--- src/rtl/keypad_scanner.sv ---
// keypad_scanner
//   Scans a 4x4 active-low matrix keypad one column at a time, debounces the
//   result over whole scans and reports one pressed key as a 4-bit hex code
//   {row_idx, col_idx}, suitable for the hex2seg display bus.
//
// Ports
//   clock      in   system clock, all state on rising edge
//   nReset     in   asynchronous active-low reset
//   enable     in   1 = scan, 0 = freeze scanning (columns released)
//   row_n[3:0] in   keypad rows, active-low, asynchronous to clock
//   col_n[3:0] out  column drive, active-low one-hot
//   key[3:0]   out  last accepted key code
//   key_valid  out  one-cycle pulse on each newly accepted press
//   key_held   out  high from key_valid until the debounced release
module keypad_scanner #(
    parameter int unsigned SCAN_DIV       = 1000,
    parameter int unsigned DEBOUNCE_SCANS = 4
) (
    input  logic       clock,
    input  logic       nReset,
    input  logic       enable,
    input  logic [3:0] row_n,
    output logic [3:0] col_n,
    output logic [3:0] key,
    output logic       key_valid,
    output logic       key_held
);

    localparam int unsigned DIV_W = $clog2(SCAN_DIV);
    localparam int unsigned CNT_W = $clog2(DEBOUNCE_SCANS + 1);

    localparam logic [DIV_W-1:0] DIV_LAST     = DIV_W'(SCAN_DIV - 1);
    localparam logic [CNT_W-1:0] CNT_ONE      = CNT_W'(1);
    localparam logic [CNT_W-1:0] CNT_MAX      = CNT_W'(DEBOUNCE_SCANS);
    localparam bit               ACCEPT_FIRST = (DEBOUNCE_SCANS == 1);

    typedef enum logic [1:0] {
        ST_IDLE,
        ST_DEBOUNCE,
        ST_PRESSED,
        ST_RELEASE
    } state_e;

    typedef enum logic [1:0] {
        RES_NONE,
        RES_SINGLE,
        RES_MULTI
    } scan_res_e;

    // Row synchronizer
    logic [3:0] row_meta_q, row_meta_d;
    logic [3:0] row_sync_q, row_sync_d;

    // Becomes 1 on the first clock after reset so columns stay released
    // for the whole reset period regardless of enable.
    logic run_q, run_d;

    // Scan sequencing and per-scan accumulation
    logic [DIV_W-1:0] div_q, div_d;
    logic [1:0]       col_q, col_d;
    logic [1:0]       acc_cnt_q, acc_cnt_d;   // intersections seen, saturates at 2
    logic [3:0]       acc_code_q, acc_code_d; // code of the first intersection

    // Debounce FSM and outputs
    state_e           state_q, state_d;
    logic [CNT_W-1:0] cnt_q, cnt_d;
    logic [3:0]       cand_q, cand_d;
    logic [3:0]       key_q, key_d;
    logic             key_valid_q, key_valid_d;
    logic             key_held_q, key_held_d;

    logic       scan_active;
    logic       scan_end;
    scan_res_e  scan_res;
    logic [3:0] scan_code;
    logic [2:0] col_hits;
    logic [1:0] first_row;
    logic [2:0] total_hits;
    logic [3:0] new_code;

    assign scan_active = enable && run_q;

    assign col_n     = scan_active ? ~(4'b0001 << col_q) : '1;
    assign key       = key_q;
    assign key_valid = key_valid_q;
    assign key_held  = key_held_q;

    always_comb begin
        row_meta_d = row_n;
        row_sync_d = row_meta_q;
        run_d      = 1'b1;
    end

    // Column sequencing and scan classification.
    // While disabled the divider, column and partial scan are parked at
    // zero rather than held: the next enable restarts from col 0 and drops
    // the partial scan anyway, so the visible behaviour is the same.
    always_comb begin
        div_d      = div_q;
        col_d      = col_q;
        acc_cnt_d  = acc_cnt_q;
        acc_code_d = acc_code_q;
        scan_end   = 1'b0;
        scan_res   = RES_NONE;
        scan_code  = acc_code_q;
        col_hits   = '0;
        first_row  = '0;

        for (int unsigned r = 0; r < 4; r++) begin
            if (!row_sync_q[r]) begin
                if (col_hits == 3'd0) begin
                    first_row = 2'(r);
                end
                col_hits = col_hits + 3'd1;
            end
        end

        total_hits = {1'b0, acc_cnt_q} + col_hits;
        new_code   = (acc_cnt_q == 2'd0) ? {first_row, col_q} : acc_code_q;

        if (!scan_active) begin
            div_d      = '0;
            col_d      = '0;
            acc_cnt_d  = '0;
            acc_code_d = '0;
        end else if (div_q == DIV_LAST) begin
            div_d = '0;
            col_d = col_q + 2'd1;
            if (col_q == 2'd3) begin
                scan_end  = 1'b1;
                scan_code = new_code;
                if (total_hits == 3'd0) begin
                    scan_res = RES_NONE;
                end else if (total_hits == 3'd1) begin
                    scan_res = RES_SINGLE;
                end else begin
                    scan_res = RES_MULTI;
                end
                acc_cnt_d  = '0;
                acc_code_d = '0;
            end else begin
                acc_cnt_d  = (total_hits >= 3'd2) ? 2'd2 : total_hits[1:0];
                acc_code_d = new_code;
            end
        end else begin
            div_d = div_q + DIV_W'(1);
        end
    end

    // Debounce FSM, evaluated once per completed scan
    always_comb begin
        logic       do_accept;
        logic [3:0] accept_code;
        logic [CNT_W-1:0] cnt_inc;

        state_d     = state_q;
        cnt_d       = cnt_q;
        cand_d      = cand_q;
        key_d       = key_q;
        key_valid_d = 1'b0;
        key_held_d  = key_held_q;
        do_accept   = 1'b0;
        accept_code = cand_q;
        cnt_inc     = cnt_q + CNT_ONE;

        if (scan_end) begin
            unique case (state_q)
                ST_IDLE: begin
                    if (scan_res == RES_SINGLE) begin
                        cand_d = scan_code;
                        if (ACCEPT_FIRST) begin
                            do_accept   = 1'b1;
                            accept_code = scan_code;
                        end else begin
                            state_d = ST_DEBOUNCE;
                            cnt_d   = CNT_ONE;
                        end
                    end
                end
                ST_DEBOUNCE: begin
                    if (scan_res == RES_SINGLE && scan_code == cand_q) begin
                        if (cnt_inc == CNT_MAX) begin
                            do_accept   = 1'b1;
                            accept_code = cand_q;
                        end else begin
                            cnt_d = cnt_inc;
                        end
                    end else begin
                        state_d = ST_IDLE;
                        cnt_d   = '0;
                    end
                end
                ST_PRESSED: begin
                    if (scan_res == RES_NONE) begin
                        if (ACCEPT_FIRST) begin
                            state_d    = ST_IDLE;
                            cnt_d      = '0;
                            key_held_d = 1'b0;
                        end else begin
                            state_d = ST_RELEASE;
                            cnt_d   = CNT_ONE;
                        end
                    end
                end
                ST_RELEASE: begin
                    if (scan_res == RES_NONE) begin
                        if (cnt_inc == CNT_MAX) begin
                            state_d    = ST_IDLE;
                            cnt_d      = '0;
                            key_held_d = 1'b0;
                        end else begin
                            cnt_d = cnt_inc;
                        end
                    end else begin
                        state_d = ST_PRESSED;
                        cnt_d   = '0;
                    end
                end
                default: begin
                    state_d = ST_IDLE;
                    cnt_d   = '0;
                end
            endcase

            if (do_accept) begin
                state_d     = ST_PRESSED;
                cnt_d       = '0;
                key_d       = accept_code;
                key_valid_d = 1'b1;
                key_held_d  = 1'b1;
            end
        end
    end

    always_ff @(posedge clock or negedge nReset) begin
        if (!nReset) begin
            row_meta_q  <= '1;
            row_sync_q  <= '1;
            run_q       <= 1'b0;
            div_q       <= '0;
            col_q       <= '0;
            acc_cnt_q   <= '0;
            acc_code_q  <= '0;
            state_q     <= ST_IDLE;
            cnt_q       <= '0;
            cand_q      <= '0;
            key_q       <= '0;
            key_valid_q <= 1'b0;
            key_held_q  <= 1'b0;
        end else begin
            row_meta_q  <= row_meta_d;
            row_sync_q  <= row_sync_d;
            run_q       <= run_d;
            div_q       <= div_d;
            col_q       <= col_d;
            acc_cnt_q   <= acc_cnt_d;
            acc_code_q  <= acc_code_d;
            state_q     <= state_d;
            cnt_q       <= cnt_d;
            cand_q      <= cand_d;
            key_q       <= key_d;
            key_valid_q <= key_valid_d;
            key_held_q  <= key_held_d;
        end
    end

endmodule

--- config.mk ---
export PLATFORM = sky130hd
export DESIGN_NAME = keypad_scanner
export DESIGN_NICKNAME = d
export VERILOG_FILES = /design/src/rtl/keypad_scanner.sv
export SDC_FILE = /design/constraint.sdc
export NUM_CORES = 1
export LEC_CHECK = 0
export CORE_UTILIZATION = 55
export CTS_BUF_LIST = sky130_fd_sc_hd__clkbuf_4
export CTS_CLUSTER_SIZE = 14
export DETAILED_ROUTE_END_ITERATION = 10
export PLACE_DENSITY = 0.73
export REMOVE_ABC_BUFFERS = 1
export SYNTH_ARGS = -nofsm -noshare
export SYNTH_HDL_FRONTEND = slang
export SYNTH_SLANG_ARGS = --single-unit
--- constraint.sdc ---
create_clock -name clock -period 4.5 [get_ports clock]
set_input_delay 0.45 -clock clock [delete_from_list [all_inputs] [get_ports clock]]
set_output_delay 0.45 -clock clock [all_outputs]
set_load 0.02 [all_outputs]
==> results of run 1 <==
-- where the power goes --
group | internal [mW] | switching, mW
logic | 0.0220 | 0.0311
clock network | 0.123 | 0.122
registers | 0.385 | 0.00384
total | 0.531 | 0.157
-- stage by stage --
step	hold WS (ps)	power (mW)	std cells
finish	212.8	0.6873	289
global route	257.1	0.7204	289
CTS	226.3	0.6962	289
detailed placement	346.8	0.4498	281
global placement	346.1	0.4469	281
floorplan	154.4	0.4280	217
-- area by class of cell --
cell class                      instances  share of cell area
Clock inverter                          2             0.01483
Clock buffer                            6             0.01780
Sequential cell                        42              0.4192
Timing Repair Buffer                   16             0.06130
Tap cell                               48             0.02373
Inverter                                8             0.01186
Multi-Input combinational cell        167              0.4513
-- state kept, by name, indices dropped and copies added, names as in the netlist --
register    flops
acc_cnt_q       2
acc_code_q      4
cand_q          4
cnt_q           3
col_q           2
div_q          10
key             4
key_held        1
key_valid       1
row_meta_q      4
row_sync_q      4
run_q           1
state_q         2
-- routing by layer --
metal	vias up	GRT usage
met3	7	0.05000
li1	809	-
met4	0	0.07181
met1	790	0.2854
met5	-	0
met2	35	0.3686
-- cells by family after synthesis --
family,count (synthesis),share of synthesized area
adders and majority gates,15,0.08652
buffers and inverters,12,0.02329
DFF,42,0.4703
AOI/OAI and AO/OA,40,0.1126
xor gates and xnor gates,14,0.06045
other,1,0.001662
and+or+nand+nor,91,0.2097
muxes,6,0.03550
-- layout by cell type (no fill, tap or decap), drive strengths merged, types with 6 or more instances in the layout --
master and n:
a21oi 12, and3 6, clkbuf 6, clkdlybuf4s50 15, dfrtp 34, dfstp 8, ha 14, inv 8
nand2 22, nand3 10, nor2 27, o21ai 12, xnor2 7, xor2 6
-- final timing paths --
kind | endpoint | cells past startpoint | slack (ps)
worst min register to register | row_sync_q[3] | 0 | 360
worst max register to register | key[1] | 14 | 490
max in group asynchronous | div_q[9] | 1 | 3730
worst max-delay path | key[1] | 14 | 490
min in group clock | row_sync_q[3] | 0 | 360
worst min-delay path | cnt_q[2] | 1 | 210
==> flow_summary.yaml, run 1 <==
clock_network:
  clock_sinks: 42
  cts-resized-gates: 0
  htree_num_levels: 2
  cts_setup_buffers: 0
  clk_pin_slew_worst_paths_ps: 120
  cts_inserted_buffers: 5
  max-clock-path-buffers: 2
  clk_latency_ps: 350
  cts_tree: "yes"
  cts_hold_buf: 0
  clock-root-buffer: "clkbuf_4"
sta:
  worst_pin_slew_ps: 899.0
  fin_crit_ps: 4011
  totalNegativeSetupSlack_ps: 0
  slew_headroom: 0.4007
  layout_setup_ws_ps: 489.0
  drv_slew: 0
  fin_crit_sh: 0.8913
  finalHoldViolCount: 0
  finClkSkew_ps: 5.997
  rsz0062_at_grt: "no"
  max_freq_ghz: 0.2493
  setup_violations: 0
floorplanning:
  rows: 22
  core_area_mm2: 0.003799
  initial_core_util: 0.5939
  die_y_um: 66.05
  die_area_mm2: 0.004362
  die_x_um: 66.05
  pin_count: 17
setup_path:
  worstSetupPathType: "register to register"
  path_delay_family: "adder cells"
  crit_arrival_ps: 4260
  startpoint_type: "register"
  crit_buf_inv: 2
  cp-end-kind: "register"
  crit_slowest_cell: "dfstp_2"
  cp.required_ps: 4740
  r2r_start: "row_sync_q[0]"
  max_stage_delay_ps: 580
  crit_chain: "inv_1 > ha_1 > xnor2_1 > inv_1 > ha_1 > nor2_1 > a21oi_1 > fa_1 > xnor3_1 > nor4b_2 > nor4b_2 > o2111a_2 > and2b_4 > mux2_4"
  critPathLaunch: "row_sync_q[0]"
  crit_fanout: 4
synth:
  synth.cell_area_mm2: 0.002256
  avgSynthCellArea_um2: 10.21
  ys_ff_latch: 42
  yosysMostFrequentCell: "dfrtp_1"
  ys_types: 47
  async_reset_ff_frac: 1.000
  synth_edf_count: 0
  synth_top_area_share: 0.3771
  synth_cells: 221
  ys_seq_area_frac: 0.4703
  synth_ff_type: "dfrtp_1"
  yosysTopAreaCell: "dfrtp_1"
  synthTopCellsByCount: "dfrtp_1, nor2_1, nand2_1"
  synth_area_leaders: "dfrtp_1, dfstp_2, ha_1, nor2_1, nand2_1"
  yosysWarnings: 0
drt:
  drt-met1-wl_um: 1924
  dr.pass1.iters: 4
  drc: 0
  wl_met2_um: 1937
  wl_per_cell_um: 14.13
  drt_wl_total_um: 4083
  vias: 1641
  via_per_inst: 5.678
  antenna_left: 0
  highest_layer: "met4"
  drt-initial-drc-count: 105
  met3_length_um: 153
min_path:
  hold_class: "input pin to asynchronous set/reset pin"
layout:
  finish.instance_area_mm2: 0.002531
  drive_gt1_frac: 0.1120
  nNetsFinal: 262
  synthToLayoutAreaGrowth_pct: 12.20
  regArea_mm2: 0.001061
  antenna_cells: 0
  num-fill-cells: 322
  finish.utilization: 0.6663
  multi_input_area_mm2: 0.001142
global_routing:
  track_usage: 0.2215
  grt_pass1_vias: 1628
  antenna_found_initial: 0
  grt_start_max_net_pins: 43
  grt_pass1_wl_um: 7210
  gr-total-overflow: 0
job:
  drv_cap: 0
placement:
  place_congestion: 0.8687
  place.port_buffers: 16
  hpwl_um: 3026
  dpl_cell_area_mm2: 0.002449
  dp_slack_ps: 490.8
pwr:
  leakagePower_nw: 1.135
  ir_worst_vdd_v: 0.0001515
  cellPowerDensity_mw_per_mm2: 271.5
outcome:
  outcome: "finished, final reports clean"
Note: power is estimated with default switching activity, not from simulation.
==> run 2: changes to the inputs <==
--- a/config.mk
+++ b/config.mk
@@ -5,12 +5,12 @@
 export SDC_FILE = /design/constraint.sdc
 export NUM_CORES = 1
 export LEC_CHECK = 0
+export CAP_MARGIN = 25
 export CORE_UTILIZATION = 55
 export CTS_BUF_LIST = sky130_fd_sc_hd__clkbuf_4
 export CTS_CLUSTER_SIZE = 14
 export DETAILED_ROUTE_END_ITERATION = 10
 export PLACE_DENSITY = 0.73
-export REMOVE_ABC_BUFFERS = 1
 export SYNTH_ARGS = -nofsm -noshare
 export SYNTH_HDL_FRONTEND = slang
 export SYNTH_SLANG_ARGS = --single-unit
==> run 2 against run 1 <==
  * First-iteration DRC count fell by 15%
  * Register-to-register slack got worse by 60 ps
  * Final cell count did not move
  * Non-clock buffer count did not move
  * Clock skew barely moved
  * Sequential share of layout area did not move
  * Total power rose by 0.85%
  * Maximum frequency fell by 1.5%
  * Final area did not move
  * Largest power group unchanged
  * Highest routed layer unchanged
==> flow_summary.yaml, run 2 (synthesized netlist as in run 1, its figures left out) <==
floorplanning:
  die_area_mm2: 0.004362
  core_area_mm2: 0.003799
  die_x_um: 66.05
  pin_count: 17
  rows: 22
  initial_core_util: 0.5939
  die_y_um: 66.05
clock_network:
  cts_tree: "yes"
  clock_sinks: 42
  cts_inserted_buffers: 5
  cts-resized-gates: 0
  cts_setup_buffers: 0
  max-clock-path-buffers: 2
  clk_pin_slew_worst_paths_ps: 120
  cts_hold_buf: 0
  clk_latency_ps: 350
  clock-root-buffer: "clkbuf_4"
  htree_num_levels: 2
placement:
  dp_slack_ps: 467.1
  place.port_buffers: 16
  place_congestion: 0.8837
  hpwl_um: 2995
outcome:
  outcome: "finished, final reports clean"
drt:
  drt_wl_total_um: 4155
  dr.pass1.iters: 4
  antenna_left: 0
  drt-initial-drc-count: 89
  via_per_inst: 5.837
  drc: 0
  wl_per_cell_um: 14.38
  vias: 1687
global_routing:
  grt_pass1_wl_um: 7169
  antenna_found_initial: 0
  grt_start_max_net_pins: 43
  grt_pass1_vias: 1569
  track_usage: 0.2174
  gr-total-overflow: 0
pwr:
  ir_worst_vdd_v: 0.0001901
  cellPowerDensity_mw_per_mm2: 273.8
  leakagePower_nw: 1.135
sta:
  setup_violations: 0
  layout_setup_ws_ps: 426.1
  fin_crit_sh: 0.9053
  totalNegativeSetupSlack_ps: 0
  max_freq_ghz: 0.2455
  rsz0062_at_grt: "no"
  holdWs_ps: 206.3
  fin_crit_ps: 4074
  finalHoldViolCount: 0
  worst_pin_slew_ps: 896.7
  slew_headroom: 0.4022
  finClkSkew_ps: 5.534
  drv_slew: 0
job:
  drv_cap: 0
layout:
  final_cell_mix: "dfrtp_1, nor2_1, nand2_1, clkdlybuf4s50_1, ha_1"
  drive_gt1_frac: 0.1120
  antenna_cells: 0
  nNetsFinal: 262
  largest_reg_flops: 10
  top_register: "div_q"
  final_common_cell: "dfrtp_1"
  synthToLayoutAreaGrowth_pct: 12.20
synth:
  syn-num-nets: 243
setup_path:
  crit_arrival_ps: 4330
  cp-end-kind: "register"
  ff2ff_path_depth: 14
  startpoint_type: "register"
  crit_fanout: 4
  worstSetupPathType: "register to register"
  cp.required_ps: 4750
  r2r_setup_slack_ps: 430
min_path:
  hold_class: "input pin to asynchronous set/reset pin"
## run 2: area by class of cell
class | count | area, um^2
timing repair buffer | 16 | 155.1
tap | 48 | 60.06
clock inverter | 2 | 37.54
multi-input combinational | 167 | 1142
clock buffer | 6 | 45.04
sequential | 42 | 1061
inverter | 8 | 30.03
fill | 287 | 1267
## run 2: through the flow
stage,area [um^2],power [mW],util,cells
3_3_place_gp,2449,0.4468,0.6446,281
6_report,2531,0.6932,0.6663,289
2_1_floorplan,2256,0.4280,-,221
4_1_cts,2531,0.6972,0.6663,289
3_5_place_dp,2449,0.4499,0.6446,281
5_1_grt,2531,0.7230,0.6663,289
## run 2: critical path, cell delays in order (launching register included)
cell and delay, ps:
dfstp_2 580, inv_1 50, ha_1 320, xnor2_1 290
inv_1 90, ha_1 300, nor2_1 100, a21oi_1 70
fa_1 400, xnor3_1 420, nor4b_2 260, nor4b_2 300
o2111a_2 290, and2b_4 200, mux2_4 300
## run 2: final timing paths
check                                 to          start
max                               key[2]  row_sync_q[0]
min in group clock         row_sync_q[3]  row_meta_q[3]
min reg2reg                row_sync_q[3]  row_meta_q[3]
min                             cnt_q[1]         nReset
max reg2reg                       key[2]  row_sync_q[0]
max in group asynchronous   acc_cnt_q[1]         nReset
## run 2: routing by layer
| layer | track usage | vias up | part of all wire |
|---|---|---|---|
| met3 | 0.05690 | 7 | 0.039 |
| met2 | 0.3406 | 37 | 0.46 |
| met4 | 0.05851 | 0 | 0.012 |
| met5 | 0 | - | 0 |
| li1 | - | 809 | - |
| met1 | 0.2979 | 834 | 0.49 |
## run 2: power by group
group | switching, mW | internal [mW] | total, mW | leakage (nW)
clock network | 0.127 | 0.123 | 0.250 | 0.0419
registers | 0.00387 | 0.385 | 0.389 | 0.556
logic | 0.0316 | 0.0219 | 0.0535 | 0.537
total | 0.163 | 0.530 | 0.693 | 1.13
==> run 3: changes to the inputs <==
--- a/config.mk
+++ b/config.mk
@@ -10,7 +10,8 @@
 export CTS_BUF_LIST = sky130_fd_sc_hd__clkbuf_4
 export CTS_CLUSTER_SIZE = 14
 export DETAILED_ROUTE_END_ITERATION = 10
-export PLACE_DENSITY = 0.73
+export DONT_BUFFER_PORTS = 1
+export PLACE_DENSITY = 0.67
 export SYNTH_ARGS = -nofsm -noshare
 export SYNTH_HDL_FRONTEND = slang
 export SYNTH_SLANG_ARGS = --single-unit
==> run 3 against run 2 <==
  * Sequential share of layout area is 2.2 points higher
  * Sequential power about the same
  * Clock skew rose by 6.3 ps
  * Count of clock-buffer cells in the layout stayed put
  * Sequential cell count unchanged
  * Total power is 0.69% lower
  * Final cell count decreased by 4.8%
  * Critical endpoint is now key[3]
  * Die area stayed put
  * Global-route usage decreased by 0.61 points
  * Routed wire length decreased by 2.8%
  * Critical path type unchanged
  * Critical path depth unchanged
  * Clock power about the same
==> flow_summary.yaml, run 3 (synthesized netlist as in run 1, its figures left out) <==
outcome:
  outcome: "finished, final reports clean"
drt:
  dr.pass1.iters: 4
  via_per_inst: 5.818
  drt_wl_total_um: 4037
  vias: 1600
  drt-initial-drc-count: 109
  antenna_left: 0
  drc: 0
  wl_per_cell_um: 14.68
pwr:
  intPower_uw: 528.1
  swShare: 0.2329
  clock_power_share: 0.361
  seqPwrFrac: 0.565
  switchingPower_uw: 160.3
  combPwrFrac: 0.074
  leakagePower_nw: 1.087
  cellPowerDensity_mw_per_mm2: 286.1
  p_total_uw: 688.4
  ir_worst_vdd_v: 0.0001645
floorplanning:
  die_y_um: 66.05
  die_area_mm2: 0.004362
  initial_core_util: 0.5939
  die_x_um: 66.05
  core_area_mm2: 0.003799
  rows: 22
  pin_count: 17
clock_network:
  max-clock-path-buffers: 2
  cts_inserted_buffers: 5
  htree_num_levels: 2
  clock_sinks: 42
  clk_latency_ps: 350
  cts-resized-gates: 0
  cts_tree: "yes"
  clock-root-buffer: "clkbuf_4"
  clk_pin_slew_worst_paths_ps: 120
setup_path:
  crit_chain: "inv_1 > ha_1 > xnor2_1 > inv_1 > ha_1 > nor2_1 > a21oi_1 > fa_1 > xnor3_1 > nor4b_2 > nor4b_2 > o2111a_2 > and2b_4 > mux2_4"
  worstSetupPathType: "register to register"
  path_delay_family: "adder cells"
  cp.required_ps: 4750
  crit_buf_inv: 2
  max_stage_delay_ps: 580
  cp-end-kind: "register"
  crit_fanout: 4
  crit_slowest_cell: "dfstp_2"
  crit_arrival_ps: 4340
  startpoint_type: "register"
placement:
  place.port_buffers: 0
  dpl_cell_area_mm2: 0.002293
  hpwl_um: 2966
  place_congestion: 0.8583
layout:
  final_common_cell: "dfrtp_1"
  final_cell_mix: "dfrtp_1, nor2_1, nand2_1, ha_1"
  largest_reg_flops: 10
  num-fill-cells: 327
  antenna_cells: 0
  drive_gt1_frac: 0.1189
  finish.utilization: 0.6334
  top_register: "div_q"
  finish.instance_area_mm2: 0.002406
  synthToLayoutAreaGrowth_pct: 6.656
  nNetsFinal: 248
job:
  drv_cap: 0
sta:
  worst_pin_slew_ps: 498.4
  finalHoldViolCount: 0
  fin_crit_ps: 4086
  drv_slew: 0
  slew_headroom: 0.6668
  setup_violations: 0
  rsz0062_at_grt: "no"
  fin_crit_sh: 0.9080
  finClkSkew_ps: 11.81
  max_freq_ghz: 0.2447
  totalNegativeSetupSlack_ps: 0
global_routing:
  track_usage: 0.2113
  grt_pass1_vias: 1544
  grt_start_max_net_pins: 43
  gr-total-overflow: 0
  antenna_found_initial: 0
  grt_pass1_wl_um: 6962
synth:
  syn-num-nets: 243
min_path:
  hold_class: "input pin to register"
## run 3: path summary, 6_finish.rpt
kind	startpoint	endpoint	slack, ps	cells past startpoint
hold reg to reg	row_meta_q[1]	row_sync_q[1]	360	0
max in group asynchronous	nReset	row_meta_q[0]	3700	2
setup / recovery	row_sync_q[0]	key[3]	410	14
min in group asynchronous	nReset	cnt_q[0]	540	2
hold / removal	row_n[2]	row_meta_q[2]	90	0
setup reg to reg	row_sync_q[0]	key[3]	410	14
## run 3: timing repair
action,CTS,global route
hold endpoints to repair,42,0
buffers inserted,0,0
hold buffers,2,0
## run 3: power by group through the flow
stage	Sequential (mW)	Combinational [mW]	Clock, mW
6_report	0.389	0.0507	0.249
5_1_grt	0.390	0.0579	0.271
4_1_cts	0.389	0.0517	0.258
3_5_place_dp	0.396	0.0411	0
3_3_place_gp	0.396	0.0386	0
2_1_floorplan	0.395	0.0327	0
## run 3: per-stage QoR
stage / setup slack (ps) / hold slack (ps) / cells
after CTS: 375.7 / 66.39 / 275
after global routing: 165.1 / 61.11 / 275
after detailed placement: 402.8 / 155.3 / 265
after floorplan: 777.0 / 154.4 / 221
after global placement: 627.2 / 155.2 / 265
final: 413.8 / 85.92 / 275
## run 3: final cells by class
cell class	instances	area [um^2]	area share
multi-input cells	167	1142	0.4748
well taps	48	60.06	0.02496
clock inverters	2	37.54	0.01560
inverters	8	30.03	0.01248
repair buffers	2	30.03	0.01248
clock buffers	6	45.04	0.01872
flip-flops and latches	42	1061	0.4410
## run 3: metal layers
metal  GRT usage  share of wire  vias to the layer above
li1            -              -                      784
met1      0.2856           0.50                      784
met2      0.3367           0.46                       26
met3     0.04828          0.034                        6
met4     0.06383          0.011                        0
met5           0              0                        -
